File: src/rtl/sseg_scan_ctrl_if.sv
// Register bus shared by the seven-segment scan controller and its host.
interface sseg_scan_ctrl_if;
   logic        chipselect;
   logic        write;
   logic        read;
   logic [3:0]  address;
   logic [31:0] writedata;
   logic [31:0] readdata;

   modport master (output chipselect, write, read, address, writedata, input readdata);
   modport slave  (input chipselect, write, read, address, writedata, output readdata);
endinterface

File: src/rtl/sseg_scan_ctrl.sv
// Multiplexed seven-segment scanner: per-digit slots split into 16 PWM phases,
// frame-based blink, and a small register file on a chipselect/read/write bus.
module sseg_scan_ctrl #(
   parameter int N_DIGITS     = 4,
   parameter int SCAN_DIV     = 50000,
   parameter int BLINK_FRAMES = 250
) (
   input  logic                clk,
   input  logic                reset,
   sseg_scan_ctrl_if.slave     bus,
   output logic [N_DIGITS-1:0] an_n,
   output logic [7:0]          seg_n
);
   localparam int PRE_CNT = SCAN_DIV / 16;
   localparam int PRE_W   = (PRE_CNT > 1) ? $clog2(PRE_CNT) : 1;
   localparam int IDX_W   = $clog2(N_DIGITS);
   localparam int FRM_W   = (BLINK_FRAMES > 1) ? $clog2(BLINK_FRAMES) : 1;
   localparam logic [PRE_W-1:0]    PRE_LAST = PRE_W'(PRE_CNT - 1);
   localparam logic [IDX_W-1:0]    IDX_LAST = IDX_W'(N_DIGITS - 1);
   localparam logic [FRM_W-1:0]    FRM_LAST = FRM_W'(BLINK_FRAMES - 1);
   localparam logic [N_DIGITS-1:0] AN_ONE   = {{(N_DIGITS-1){1'b0}}, 1'b1};

   function automatic logic [6:0] hex_decode(input logic [3:0] v);
      case (v)
         4'h0: hex_decode = 7'h40;
         4'h1: hex_decode = 7'h79;
         4'h2: hex_decode = 7'h24;
         4'h3: hex_decode = 7'h30;
         4'h4: hex_decode = 7'h19;
         4'h5: hex_decode = 7'h12;
         4'h6: hex_decode = 7'h02;
         4'h7: hex_decode = 7'h78;
         4'h8: hex_decode = 7'h00;
         4'h9: hex_decode = 7'h10;
         4'hA: hex_decode = 7'h08;
         4'hB: hex_decode = 7'h03;
         4'hC: hex_decode = 7'h46;
         4'hD: hex_decode = 7'h21;
         4'hE: hex_decode = 7'h06;
         4'hF: hex_decode = 7'h0E;
         default: hex_decode = 7'h7F;
      endcase
   endfunction

   logic [PRE_W-1:0]    presc_r;
   logic [3:0]          phase_r;
   logic [IDX_W-1:0]    idx_r;
   logic [FRM_W-1:0]    frame_r;
   logic                blink_phase_r;
   logic [7:0]          digit_r [N_DIGITS];
   logic                en_r;
   logic                hex_r;
   logic [3:0]          bright_r;
   logic [N_DIGITS-1:0] blink_mask_r;

   logic                we_s, re_s, presc_tc_s, slot_tc_s, frame_tc_s, lit_s;
   logic [7:0]          rd_val_s, cur_digit_s, seg_s;
   logic [6:0]          seg7_s;
   logic [N_DIGITS-1:0] an_s;

   // Bus strobes and scan terminal counts.
   always_comb begin
      we_s       = bus.chipselect & bus.write;
      re_s       = bus.chipselect & bus.read;
      presc_tc_s = (presc_r == PRE_LAST);
      slot_tc_s  = presc_tc_s && (phase_r == 4'd15);
      frame_tc_s = slot_tc_s && (idx_r == IDX_LAST);
   end

   // Scan counters run freely; register writes never touch them.
   always_ff @(posedge clk or posedge reset) begin
      if (reset) begin
         presc_r       <= '0;
         phase_r       <= 4'd0;
         idx_r         <= '0;
         frame_r       <= '0;
         blink_phase_r <= 1'b0;
      end else begin
         presc_r <= presc_tc_s ? '0 : presc_r + PRE_W'(1);
         if (presc_tc_s) phase_r <= phase_r + 4'd1;
         if (slot_tc_s)  idx_r   <= frame_tc_s ? '0 : idx_r + IDX_W'(1);
         if (frame_tc_s) begin
            if (frame_r == FRM_LAST) begin
               frame_r       <= '0;
               blink_phase_r <= ~blink_phase_r;
            end else begin
               frame_r <= frame_r + FRM_W'(1);
            end
         end
      end
   end

   // Register file writes.
   always_ff @(posedge clk or posedge reset) begin
      if (reset) begin
         digit_r      <= '{default: 8'd0};
         en_r         <= 1'b1;
         hex_r        <= 1'b1;
         bright_r     <= 4'hF;
         blink_mask_r <= '0;
      end else if (we_s) begin
         case (bus.address)
            4'd8: begin
               en_r     <= bus.writedata[0];
               hex_r    <= bus.writedata[1];
               bright_r <= bus.writedata[7:4];
            end
            4'd9: blink_mask_r <= bus.writedata[N_DIGITS-1:0];
            default: begin
               if (bus.address < 4'(N_DIGITS)) digit_r[bus.address[IDX_W-1:0]] <= bus.writedata[7:0];
            end
         endcase
      end
   end

   // Read mux sees pre-write contents, so a same-cycle write returns old data.
   always_comb begin
      case (bus.address)
         4'd8:    rd_val_s = {bright_r, 2'b00, hex_r, en_r};
         4'd9:    rd_val_s = 8'(blink_mask_r);
         default: rd_val_s = (bus.address < 4'(N_DIGITS)) ? digit_r[bus.address[IDX_W-1:0]] : 8'd0;
      endcase
   end

   // Read data register holds until the next read strobe.
   always_ff @(posedge clk or posedge reset) begin
      if (reset) begin
         bus.readdata <= 32'd0;
      end else if (re_s) begin
         bus.readdata <= {24'd0, rd_val_s};
      end
   end

   // Lit decision and segment pattern for the digit in the current slot.
   always_comb begin
      cur_digit_s = digit_r[idx_r];
      lit_s       = en_r && (phase_r <= bright_r) && !(blink_mask_r[idx_r] && blink_phase_r);
      seg7_s      = hex_r ? hex_decode(cur_digit_s[3:0]) : ~cur_digit_s[6:0];
      if (lit_s) begin
         an_s  = ~(AN_ONE << idx_r);
         seg_s = {~cur_digit_s[7], seg7_s};
      end else begin
         an_s  = '1;
         seg_s = 8'hFF;
      end
   end

   // Output register stage.
   always_ff @(posedge clk or posedge reset) begin
      if (reset) begin
         an_n  <= '1;
         seg_n <= 8'hFF;
      end else begin
         an_n  <= an_s;
         seg_n <= seg_s;
      end
   end
endmodule
File: src/flat_wrapper.sv
// flat-port wrapper written by rule: the top's interface ports become plain ports
module sseg_scan_ctrl_flat 
#(
   parameter int N_DIGITS     = 4,
   parameter int SCAN_DIV     = 50000,
   parameter int BLINK_FRAMES = 250
)
  (clk, reset, an_n, seg_n, bus_chipselect, bus_write, bus_read, bus_address, bus_writedata, bus_readdata);
  sseg_scan_ctrl_if bus_i ();
  input  logic clk;
  input  logic reset;
  output logic [N_DIGITS-1:0] an_n;
  output logic [7:0] seg_n;
  input wire logic [$bits(bus_i.chipselect)-1:0] bus_chipselect;
  input wire logic [$bits(bus_i.write)-1:0] bus_write;
  input wire logic [$bits(bus_i.read)-1:0] bus_read;
  input wire logic [$bits(bus_i.address)-1:0] bus_address;
  input wire logic [$bits(bus_i.writedata)-1:0] bus_writedata;
  output wire logic [$bits(bus_i.readdata)-1:0] bus_readdata;
  assign bus_i.chipselect = bus_chipselect;
  assign bus_i.write = bus_write;
  assign bus_i.read = bus_read;
  assign bus_i.address = bus_address;
  assign bus_i.writedata = bus_writedata;
  assign bus_readdata = bus_i.readdata;
  sseg_scan_ctrl #(.N_DIGITS(N_DIGITS), .SCAN_DIV(SCAN_DIV), .BLINK_FRAMES(BLINK_FRAMES)) u_core (.clk(clk), .reset(reset), .bus(bus_i), .an_n(an_n), .seg_n(seg_n));
endmodule
File: config.mk
export PLATFORM = sky130hd
export DESIGN_NAME = sseg_scan_ctrl_flat
export DESIGN_NICKNAME = d
export VERILOG_FILES = /design/src/rtl/sseg_scan_ctrl_if.sv /design/src/rtl/sseg_scan_ctrl.sv /design/src/flat_wrapper.sv
export SDC_FILE = /design/constraint.sdc
export NUM_CORES = 1
export LEC_CHECK = 0
export CAP_MARGIN = 15
export CORE_MARGIN = 5
export CORE_UTILIZATION = 53
export CTS_CLUSTER_DIAMETER = 40
export DETAILED_ROUTE_END_ITERATION = 8
export GPL_TIMING_DRIVEN = 0
export PLACE_DENSITY_LB_ADDON = 0.2
export SLEW_MARGIN = 20
export SYNTH_ARGS = -nofsm -noshare
export SYNTH_HDL_FRONTEND = slang
export SYNTH_SLANG_ARGS = --single-unit
File: constraint.sdc
create_clock -name clk -period 3.34 [get_ports clk]
set_clock_uncertainty 0.2 [all_clocks]
set_input_delay 0.334 -clock clk [delete_from_list [all_inputs] [get_ports clk]]
set_output_delay 0.334 -clock clk [all_outputs]
set_load 0.1 [all_outputs]
**Yosys cells after proc, flatten, opt, wreduce, memory -nomap -nowiden**

Memories as Yosys holds them, arrays and structs flattened.
Index checks and enable logic that the tools add are counted.

- Register bits: 89
- Memory bits (writable): 0
- Bits in read-only memories: 112
- Memories kept: 1
- Latch bits: 0
- Word-level logic and storage cells: 74

- Shift operators: 1
- Equality and inequality tests: 6
- Multiplexer cells: 19
- Multiply operators: 0
- Add/sub/neg operators: 4
- $lt $le $gt $ge: 6
- Reduce and logical (&&, ||, !) cells: 12
- Div/mod/pow operators: 0
- Bitwise logic cells: 9

Memory list:

| name | depth | width | rd ports | clocked after Yosys merged registers in | write ports | line | RTL |
|---|---|---|---|---|---|---|---|
| (no name shown) | 16 | 7 | 1 | 0 | 0 | sseg_scan_ctrl.sv:24 | `case (v)` |

Operator list:

| kind | number |
|---|---|
| 2-to-1 mux 8 bit | 8 |
| binary-select mux 8 bit (select 2 bit) | 2 |
| bitwise mux 32 bit | 1 |
| demux 8 bit (select 2 bit) | 1 |
| one-hot mux 8 bit (2 select lines) | 1 |
| adder 12 x 1 -> 12 bit, second input constant | 1 |
| == test 12 bit, second input constant | 1 |
| == test 4 bit, second input constant | 3 |
| 2-to-1 mux 12 bit | 1 |
| adder 8 x 1 -> 8 bit, second input constant | 1 |
| == test 8 bit, second input constant | 1 |
| 2-to-1 mux 7 bit | 1 |
| inverter 7 bit | 1 |
| greater-or-equal comparator 3 bit, second input constant | 2 |
| logical AND 1 bit | 6 |
| inverter 2 -> 3 bit | 2 |
| AND reduction 2 bit | 3 |
| adder 4 x 1 -> 4 bit, second input constant | 1 |
| less-or-equal comparator 4 bit | 1 |
| less-than comparator 4 x 3 -> 1 bit, second input constant | 1 |
| 2-to-1 mux 4 bit | 1 |
| inverter 4 bit | 1 |
| << shifter 1 x 2 -> 4 bit, first input constant | 1 |
| less-than comparator 2 x 3 -> 1 bit, second input constant | 1 |
| 11 further kinds | 14 |

**Longest topological paths before layout**

Gate-level depths: netlist of the first run.

- Word-level depth: 7
- Mapped depth: 8

**Worst setup path before layout of the first run**

Ideal clock, no wire load.

- Kind: register to register
- Start: register u_core.idx_r[0]
- End: register u_core.seg_n[3]
- Data arrival time: 2.053 ns
- Library setup time: 0.060 ns
- Path slack: 1.027 ns
- Cell stages (with the launch flop): 8
- Path through: dfrtp_1 buf_6 mux4_1 inv_1 ha_1 nand2b_1 a32o_1 nand2_1

- Cells in the longest elaborated chain, start to end: 7

RTL lines:

| element | line | RTL |
|---|---|---|
| start, declared | sseg_scan_ctrl.sv:47 | `logic [IDX_W-1:0] idx_r;` |
| start signal, assigned | sseg_scan_ctrl.sv:81 | `if (slot_tc_s) idx_r <= frame_tc_s ? '0 : idx_r + IDX_W'(1);` |
| inverter 2 -> 3 bit (not written as such) | sseg_scan_ctrl.sv:136 | `cur_digit_s = digit_r[idx_r];` |
| binary-select mux 8 bit (select 2 bit) | sseg_scan_ctrl.sv:136 |  |
| 2-to-1 mux 8 bit (not written as such) (2 in series) | sseg_scan_ctrl.sv:136 |  |
| memory read (16 x 7 bit) or inverter 7 bit (tied branches) | - |  |
| 2-to-1 mux 7 bit | sseg_scan_ctrl.sv:138 | `seg7_s = hex_r ? hex_decode(cur_digit_s[3:0]) : ~cur_digit_s[6:0];` |
| 2-to-1 mux 8 bit (*) | sseg_scan_ctrl.sv:139 | `if (lit_s) begin` |
| via u_core.seg_s[3] | sseg_scan_ctrl.sv:57 | `logic [7:0] rd_val_s, cur_digit_s, seg_s;` |
| end signal, assigned | sseg_scan_ctrl.sv:155 | `seg_n <= seg_s;` |
| end, declared | sseg_scan_ctrl.sv:12 | `output logic [7:0] seg_n` |

Mark *: on every way through the listed nets, which the timed path passes. The rest lies on a longest branch. The select of a mux whose other input is x is not followed.
A chain may end at the register's enable or synchronous reset.

**Worst setup path in the final report of the first run**

Same ends and word-level chain as after synthesis.

==> results_dict.tcl, run 1 <==
set metrics [dict create \
    synth.cells.most_frequent "dfrtp_1, mux2_2, nand2_1" \
    routed-via-count 3245 \
    p_sw_frac 0.352 \
    net_sw_power_w 0.00103 \
    post_synth_inst_count 401 \
    num-nets-final 533 \
    wl_met2_um 4920 \
    worstPathBufferInverterCount 2 \
    critical_path_class "register to register" \
    grt_overflow_total 0 \
    async_flop_share 1.00 \
    die-width_um 104 \
    diodes 0 \
    design.portCount 85 \
    timing.final.crit_share 0.781 \
    top_signal_layer_used "met4" \
    syn_to_final_growth_pct 17.0 \
    number_of_global_route_vias_before_repair 3329 \
    finish.cell_count_without_fillers 585 \
    p_total_w 0.00292 \
    final_hold_viol_count 0 \
    p_int_w 0.00189 \
    timing.rr.end "u_core.seg_n[3]" \
    finalWeightedCongestion 0.859 \
    cts-hold-fix-buffers 0 \
    detailroute.wirelength.met3_um 647 \
    synth_flop_cell "dfrtp_1" \
    critical-path-max-stage-delay_ns 0.74 \
    grt_start_max_net_pins 46 \
    power.sequential.fraction 0.449 \
    synth_most_common_cell "dfrtp_1" \
    viasPerCell 5.55 \
    hp_class "input pin to asynchronous set/reset pin" \
    layout-drive-gt1-share 0.268 \
    power.leakage_nw 2.45 \
    drcViolationCount 0 \
    final_design_area_no_fill_um2 5520 \
    yosys_warnings 0 \
    clock_tree.htree_level_count 3 \
    cts_resized 0 \
    routed_wire_length_per_instance_um 17.0 \
    finish.utilization 0.633 \
    clk_path_buf_depth 2 \
    combPwrFrac 0.297 \
    numPlacedInstances 569 \
    timing.critical_path.required_ns 3.45 \
    drt-met1-wl_um 4260 \
    ant_nets 0 \
    yosys_register_bits 89 \
    post-route-min-period_ns 2.61 \
    largest_area_contributor_in_the_netlist "dfrtp_1" \
    critPathCaptureType "register" \
    grt_antenna_before_repair 0 \
    port_bufs 36 \
    syn-mean-instance-area_um2 11.8 \
    routed_wirelength_um 9920 \
    yosys-top-cells-area "dfrtp_1, dfstp_2, mux2_2, ha_1, mux4_2" \
    slew-limit-headroom 0.351 \
    reg2reg_depth 7 \
    worst-r2r-setup-slack_ns 0.73 \
    floorplan.initialDensity 0.541 \
    arrival_ns 2.72 \
    cts_tree "built" \
    setup-violations-final 0 \
    maxCapViolCount 0 \
    worst-path-max-fanout 10 \
    hpwl_after_detailed_placement_um 7190 \
    area_of_the_core_um2 8720 \
    run_status "finished, final reports clean" \
    netlist_area_um2 4720 \
    proportion_of_synthesized_chip_area_in_sequential_cells 0.477 \
    cts_made_buffers 9 \
    unrepaired_setup_endpoints_after_global_routing "no" \
    cp_slowest_cell "mux4_1" \
    number_of_enable_flip_flop_cells_after_synthesis 0 \
    count_of_cell_types_in_the_netlist 50 \
    cts_sinks 89 \
    dr.first_iter.drc_count 155 \
    placement.cell_area_um2 5330 \
    startpoint_type "register" \
    power.share.clock 0.254 \
    reg2reg_from "u_core.idx_r[0]" \
    die_area_um2 10900 \
    clock_transition_at_the_register_clock_pins_on_the_worst_setup_and_hold_paths_after_cts_ns 0.09 \
    fp-row-count 34 \
    clock_latency_ns 0.36 \
    post_cts.repair.setup_buffers 0 \
    grt_first_pass_wirelength_um 16700 \
    slew_violations 0 \
    crit_path_cell_trace "buf_6 -> mux4_1 -> inv_1 -> ha_1 -> nand2b_1 -> a32o_1 -> nand2_1" \
    max_clock_freq_mhz 383 \
    globalRouteTotalUtil 0.189 \
    clock_tree.root_cell "clkbuf_8" \
    pwr_density_cell_nw_per_um2 529 \
    chipHeight_um 104 \
    worstMarginPinSlew_ns 0.971 \
    timing.critical_path.max_delay_family "multiplexers" \
    detail_route.first_pass.iterations 4 \
    max-vdd-ir-drop_mv 0.332 \
    synth_top_area_share 0.376 \
]
[worst reg2reg max path, cell delays in order, from the launching register on]
cell and delay (ns):
dfrtp_1 0.44, buf_6 0.21, mux4_1 0.75, inv_1 0.22
ha_1 0.28, nand2b_1 0.15, a32o_1 0.26, nand2_1 0.06
[layout by cell type (no fill, tap or decap), types with 3 or more instances in the layout]
cell             Yosys  final
mux2_2              40     40
conb_1               1     24
dfrtp_1             71     71
clkbuf_1             4      7
a22oi_1              7      7
clkbuf_8             0     10
xor2_1               3      3
nand2_1             31     31
clkdlybuf4s50_1      0     36
o21ai_0             16     16
dfstp_2             18     18
inv_1               17     16
nor2b_1              3      3
nand3_1             13     13
nor3_1               3      3
mux4_2              11     11
o211ai_1             4      4
a31oi_1              3      3
nand4_1              5      5
buf_4               25     25
buf_2                6      6
o31ai_1              3      3
a21oi_1             14     14
nor2_1              27     27
mux4_1               6      6
and3_1               7      7
xnor2_1             10     10
ha_1                20     20
[kinds of logic (layout without fill, tap and decap cells)]
kind of cell	Yosys count	count (layout)	synth area share
and+or+nand+nor	109	109	0.120
DFF	89	89	0.477
adders and majority gates	20	20	0.0530
buffers and inverters	57	110	0.0700
other	1	24	0.000795
muxes	57	57	0.181
xor gates and xnor gates	13	13	0.0241
AOI/OAI and AO/OA	55	55	0.0737
[worst max-delay path by stage]
stage               startpoint                     end  slack [ns]  cells past startpoint
2_1_floorplan            reset  u_core.blink_mask_r[0]        0.53                      1
3_3_place_gp             reset      u_core.digit_r[25]       -0.83                      2
3_5_place_dp    bus_address[0]             u_core.en_r        0.66                      5
4_1_cts        u_core.idx_r[0]         u_core.seg_n[3]        0.73                      7
5_1_grt        u_core.idx_r[0]         u_core.seg_n[3]        0.59                      7
6_report       u_core.idx_r[0]         u_core.seg_n[3]        0.73                      7
[flip-flops by register name (all words and copies together), names as in the netlist]
signal / count
u_core.blink_mask_r: 4
u_core.phase_r: 4
u_core.idx_r: 2
u_core.frame_r: 8
u_core.presc_r: 12
u_core.hex_r: 1
u_core.bus.readdata: 8
u_core.an_n: 4
u_core.digit_r: 32
u_core.bright_r: 4
u_core.seg_n: 8
u_core.en_r: 1
u_core.blink_phase_r: 1
[stage by stage]
stage          hold slack [ns]  setup TNS [ns]  worst slack [ns]
6_report                 0.185               0             0.732
2_1_floorplan            0.241               0             0.529
4_1_cts                  0.202               0             0.730
5_1_grt                  0.235               0             0.589
3_5_place_dp             0.282               0             0.662
3_3_place_gp             0.280          -58.34            -0.827
[per-layer routing]
layer / vias to the layer above / GRT usage
li1: 1537 / -
met1: 1602 / 0.258
met2: 96 / 0.306
met3: 10 / 0.0366
met4: 0 / 0.0601
met5: - / 0
[final cells by class]
type	instances	area [µm²]
clock buffers	13	149
repair buffers	37	388
flip-flops and latches	89	2250
plain buffers	39	263
inverters	18	70.1
fillers	684	3200
well taps	108	135
multi-input cells	278	2230
clock inverters	3	42.5
[power by group through the flow]
stage | clock [W] | sequential, W | combinational (W)
6_report | 0.000741 | 0.00131 | 0.000869
5_1_grt | 0.000793 | 0.00133 | 0.000926
4_1_cts | 0.000750 | 0.00131 | 0.000871
3_5_place_dp | 0 | 0.00133 | 0.000869
3_3_place_gp | 0 | 0.00132 | 0.000849
2_1_floorplan | 0 | 0.00154 | 0.000472
Power figures use the tool's default switching activity.
==> inputs of run 2 (changes only) <==
--- a/config.mk
+++ b/config.mk
@@ -7,7 +7,7 @@
 export LEC_CHECK = 0
 export CAP_MARGIN = 15
 export CORE_MARGIN = 5
-export CORE_UTILIZATION = 53
+export CORE_UTILIZATION = 48
 export CTS_CLUSTER_DIAMETER = 40
 export DETAILED_ROUTE_END_ITERATION = 8
 export GPL_TIMING_DRIVEN = 0
==> constraint.sdc (replaced) <==
create_clock -name clk -period 2.25 [get_ports clk]
set_clock_uncertainty 0.2 [all_clocks]
set_input_delay 0.225 -clock clk [delete_from_list [all_inputs] [get_ports clk]]
set_output_delay 0.225 -clock clk [all_outputs]
set_load 0.1 [all_outputs]
==> run 2 against run 1 <==
  * Sequential share of layout area shrank 1.4 points
  * Routed wire length grew 0.34%
  * Global-route usage shrank 1.1 points
  * Combinational power grew 51%
==> results_dict.tcl, run 2 (synthesized netlist as in run 1, its figures left out) <==
set metrics [dict create \
    cp_slowest_cell "mux4_2" \
    slew-limit-headroom 0.358 \
    grt_antenna_before_repair 0 \
    timing.final.ws_setup_ns 0.0512 \
    cts_made_buffers 9 \
    num-nets-final 545 \
    syn_to_final_growth_pct 21.2 \
    top_signal_layer_used "met4" \
    routed-via-count 3256 \
    clock_tree.root_cell "clkbuf_8" \
    critical-path-max-stage-delay_ns 0.60 \
    mostFrequentLayoutCell "dfrtp_1" \
    p_total_w 0.00448 \
    finish.cell_count_without_fillers 622 \
    numPlacedInstances 596 \
    hpwl_after_detailed_placement_um 7200 \
    max-vdd-ir-drop_mv 0.403 \
    final_hold_viol_count 0 \
    drt-met1-wl_um 4390 \
    chipHeight_um 109 \
    layout_common_cells "dfrtp_1, mux2_2, buf_4, nand2_1, nor2_1" \
    detail_route.first_pass.iterations 4 \
    critPathCaptureType "register" \
    number_of_global_route_vias_before_repair 3182 \
    fp-row-count 36 \
    floorplan.initialDensity 0.487 \
    critical_path_class "register to register" \
    multi_input_comb_area_um2 2250 \
    worst-r2r-setup-slack_ns 0.05 \
    clock_tree.htree_level_count 3 \
    arrival_ns 2.30 \
    reg2reg_depth 7 \
    drcViolationCount 0 \
    finish.utilization 0.590 \
    wl_met2_um 4830 \
    register_area_um2 2250 \
    grt_overflow_total 0 \
    timing.rr.end "u_core.seg_n[3]" \
    design.portCount 85 \
    area_of_the_core_um2 9680 \
    largest_register_ffs 32 \
    largestRegisters "u_core.digit_r: 32 flops, u_core.presc_r: 12 flops" \
    grt_first_pass_wirelength_um 16200 \
    worstMarginPinSlew_ns 0.966 \
    startpoint_type "register" \
    routed_wirelength_um 9950 \
    die_area_um2 11900 \
    hp_class "input pin to asynchronous set/reset pin" \
    filler_cell_count 840 \
    pwr_density_cell_nw_per_um2 784 \
    pre_cts_slack_ns -0.352 \
    ant_nets 0 \
    max_clock_freq_mhz 455 \
    reg2reg_from "u_core.idx_r[0]" \
    dr.first_iter.drc_count 125 \
    globalRouteTotalUtil 0.178 \
    power.leakage_nw 2.53 \
    clk_path_buf_depth 2 \
    clock_transition_at_the_register_clock_pins_on_the_worst_setup_and_hold_paths_after_cts_ns 0.09 \
    run_status "finished, final reports clean" \
    diodes 0 \
    slew_violations 0 \
    die-width_um 109 \
    finalWeightedCongestion 0.827 \
    unrepaired_setup_endpoints_after_global_routing "yes" \
    routed_wire_length_per_instance_um 16.0 \
    largest_register "u_core.digit_r" \
    clock_latency_ns 0.36 \
    crit_path_cell_trace "buf_12 -> mux4_2 -> inv_4 -> ha_4 -> nand2b_1 -> a32o_1 -> nand2_1" \
    worst-path-max-fanout 9 \
    port_bufs 36 \
    detailroute.wirelength.met3_um 608 \
    grt_start_max_net_pins 34 \
    cts_sinks 89 \
    maxCapViolCount 0 \
    timing.final.crit_share 0.977 \
    viasPerCell 5.23 \
    cts_tree "built" \
    layout-drive-gt1-share 0.303 \
    setup-violations-final 0 \
    timing.critical_path.required_ns 2.36 \
    post-route-min-period_ns 2.20 \
]
-- run 2: cell count changes in the layout (fill, tap and decap cells not counted), moves of 2 or more --
cell             before  now
buf_4                25   34
ha_1                 20   18
buf_12                0    3
clkdlybuf4s50_1      36   16
dlygate4sd2_1         0   20
-- run 2: critical path, delay by kind of cell (launching register included) --
| family | cells | cell delay [ns] |
|---|---|---|
| AO/OA/AOI/OAI | 1 | 0.26 |
| flip-flops | 1 | 0.40 |
| multiplexers | 1 | 0.60 |
| adder cells (fa/ha/maj) | 1 | 0.21 |
| AND/OR/NAND/NOR | 2 | 0.21 |
| buffers and inverters | 2 | 0.28 |
-- run 2: final cells by class --
| type | instances | area share |
|---|---|---|
| Clock buffer | 12 | 0.0254 |
| Inverter | 18 | 0.0129 |
| Tap cell | 133 | 0.0291 |
| Buffer | 39 | 0.0477 |
| Multi-Input combinational cell | 278 | 0.394 |
| Timing Repair Buffer | 49 | 0.0842 |
| Clock inverter | 4 | 0.0133 |
| Sequential cell | 89 | 0.394 |
-- run 2: worst max-delay path by stage --
stage,slack [ns],end,start,depth (start not counted)
after floorplan,0.03,u_core.seg_n[3],u_core.idx_r[0],7
after global placement,-0.37,u_core.en_r,bus_address[0],5
after detailed placement,-0.35,u_core.bright_r[0],bus_address[0],5
after CTS,0.01,u_core.seg_n[4],u_core.idx_r[0],8
after global routing,-0.02,u_core.seg_n[4],u_core.idx_r[0],8
final,0.05,u_core.seg_n[3],u_core.idx_r[0],7
-- run 2: where the power goes --
group          switching (W)  leakage, nW  total [W]  internal, W
combinational       0.000869         1.32    0.00131     0.000437
clock               0.000564        0.107    0.00122     0.000659
sequential          0.000124         1.11    0.00195      0.00183
-- run 2: what timing repair did --
item	in CTS	in global routing
resized for setup	26	5
hold buffers	0	0
setup buffers	4	6
endpoints found under the setup margin	25	10
hold endpoints to repair	0	0
pin swaps	0	1
-- run 2: layer usage --
layer  global-route usage  vias to the layer above
met1                0.236                     1605
met5                    0                        -
met3               0.0403                        9
li1                     -                     1560
met2                0.296                       82
met4               0.0496                        0
-- run 2: per-stage QoR --
stage,hold WS [ns],TNS (ns),cell area [µm²]
2_1_floorplan,0.132,0,4810
4_1_cts,0.221,0,5660
3_5_place_dp,0.281,-9.35,5400
6_report,0.205,0,5720
5_1_grt,0.240,-0.0303,5720
3_3_place_gp,0.279,-18.27,5330
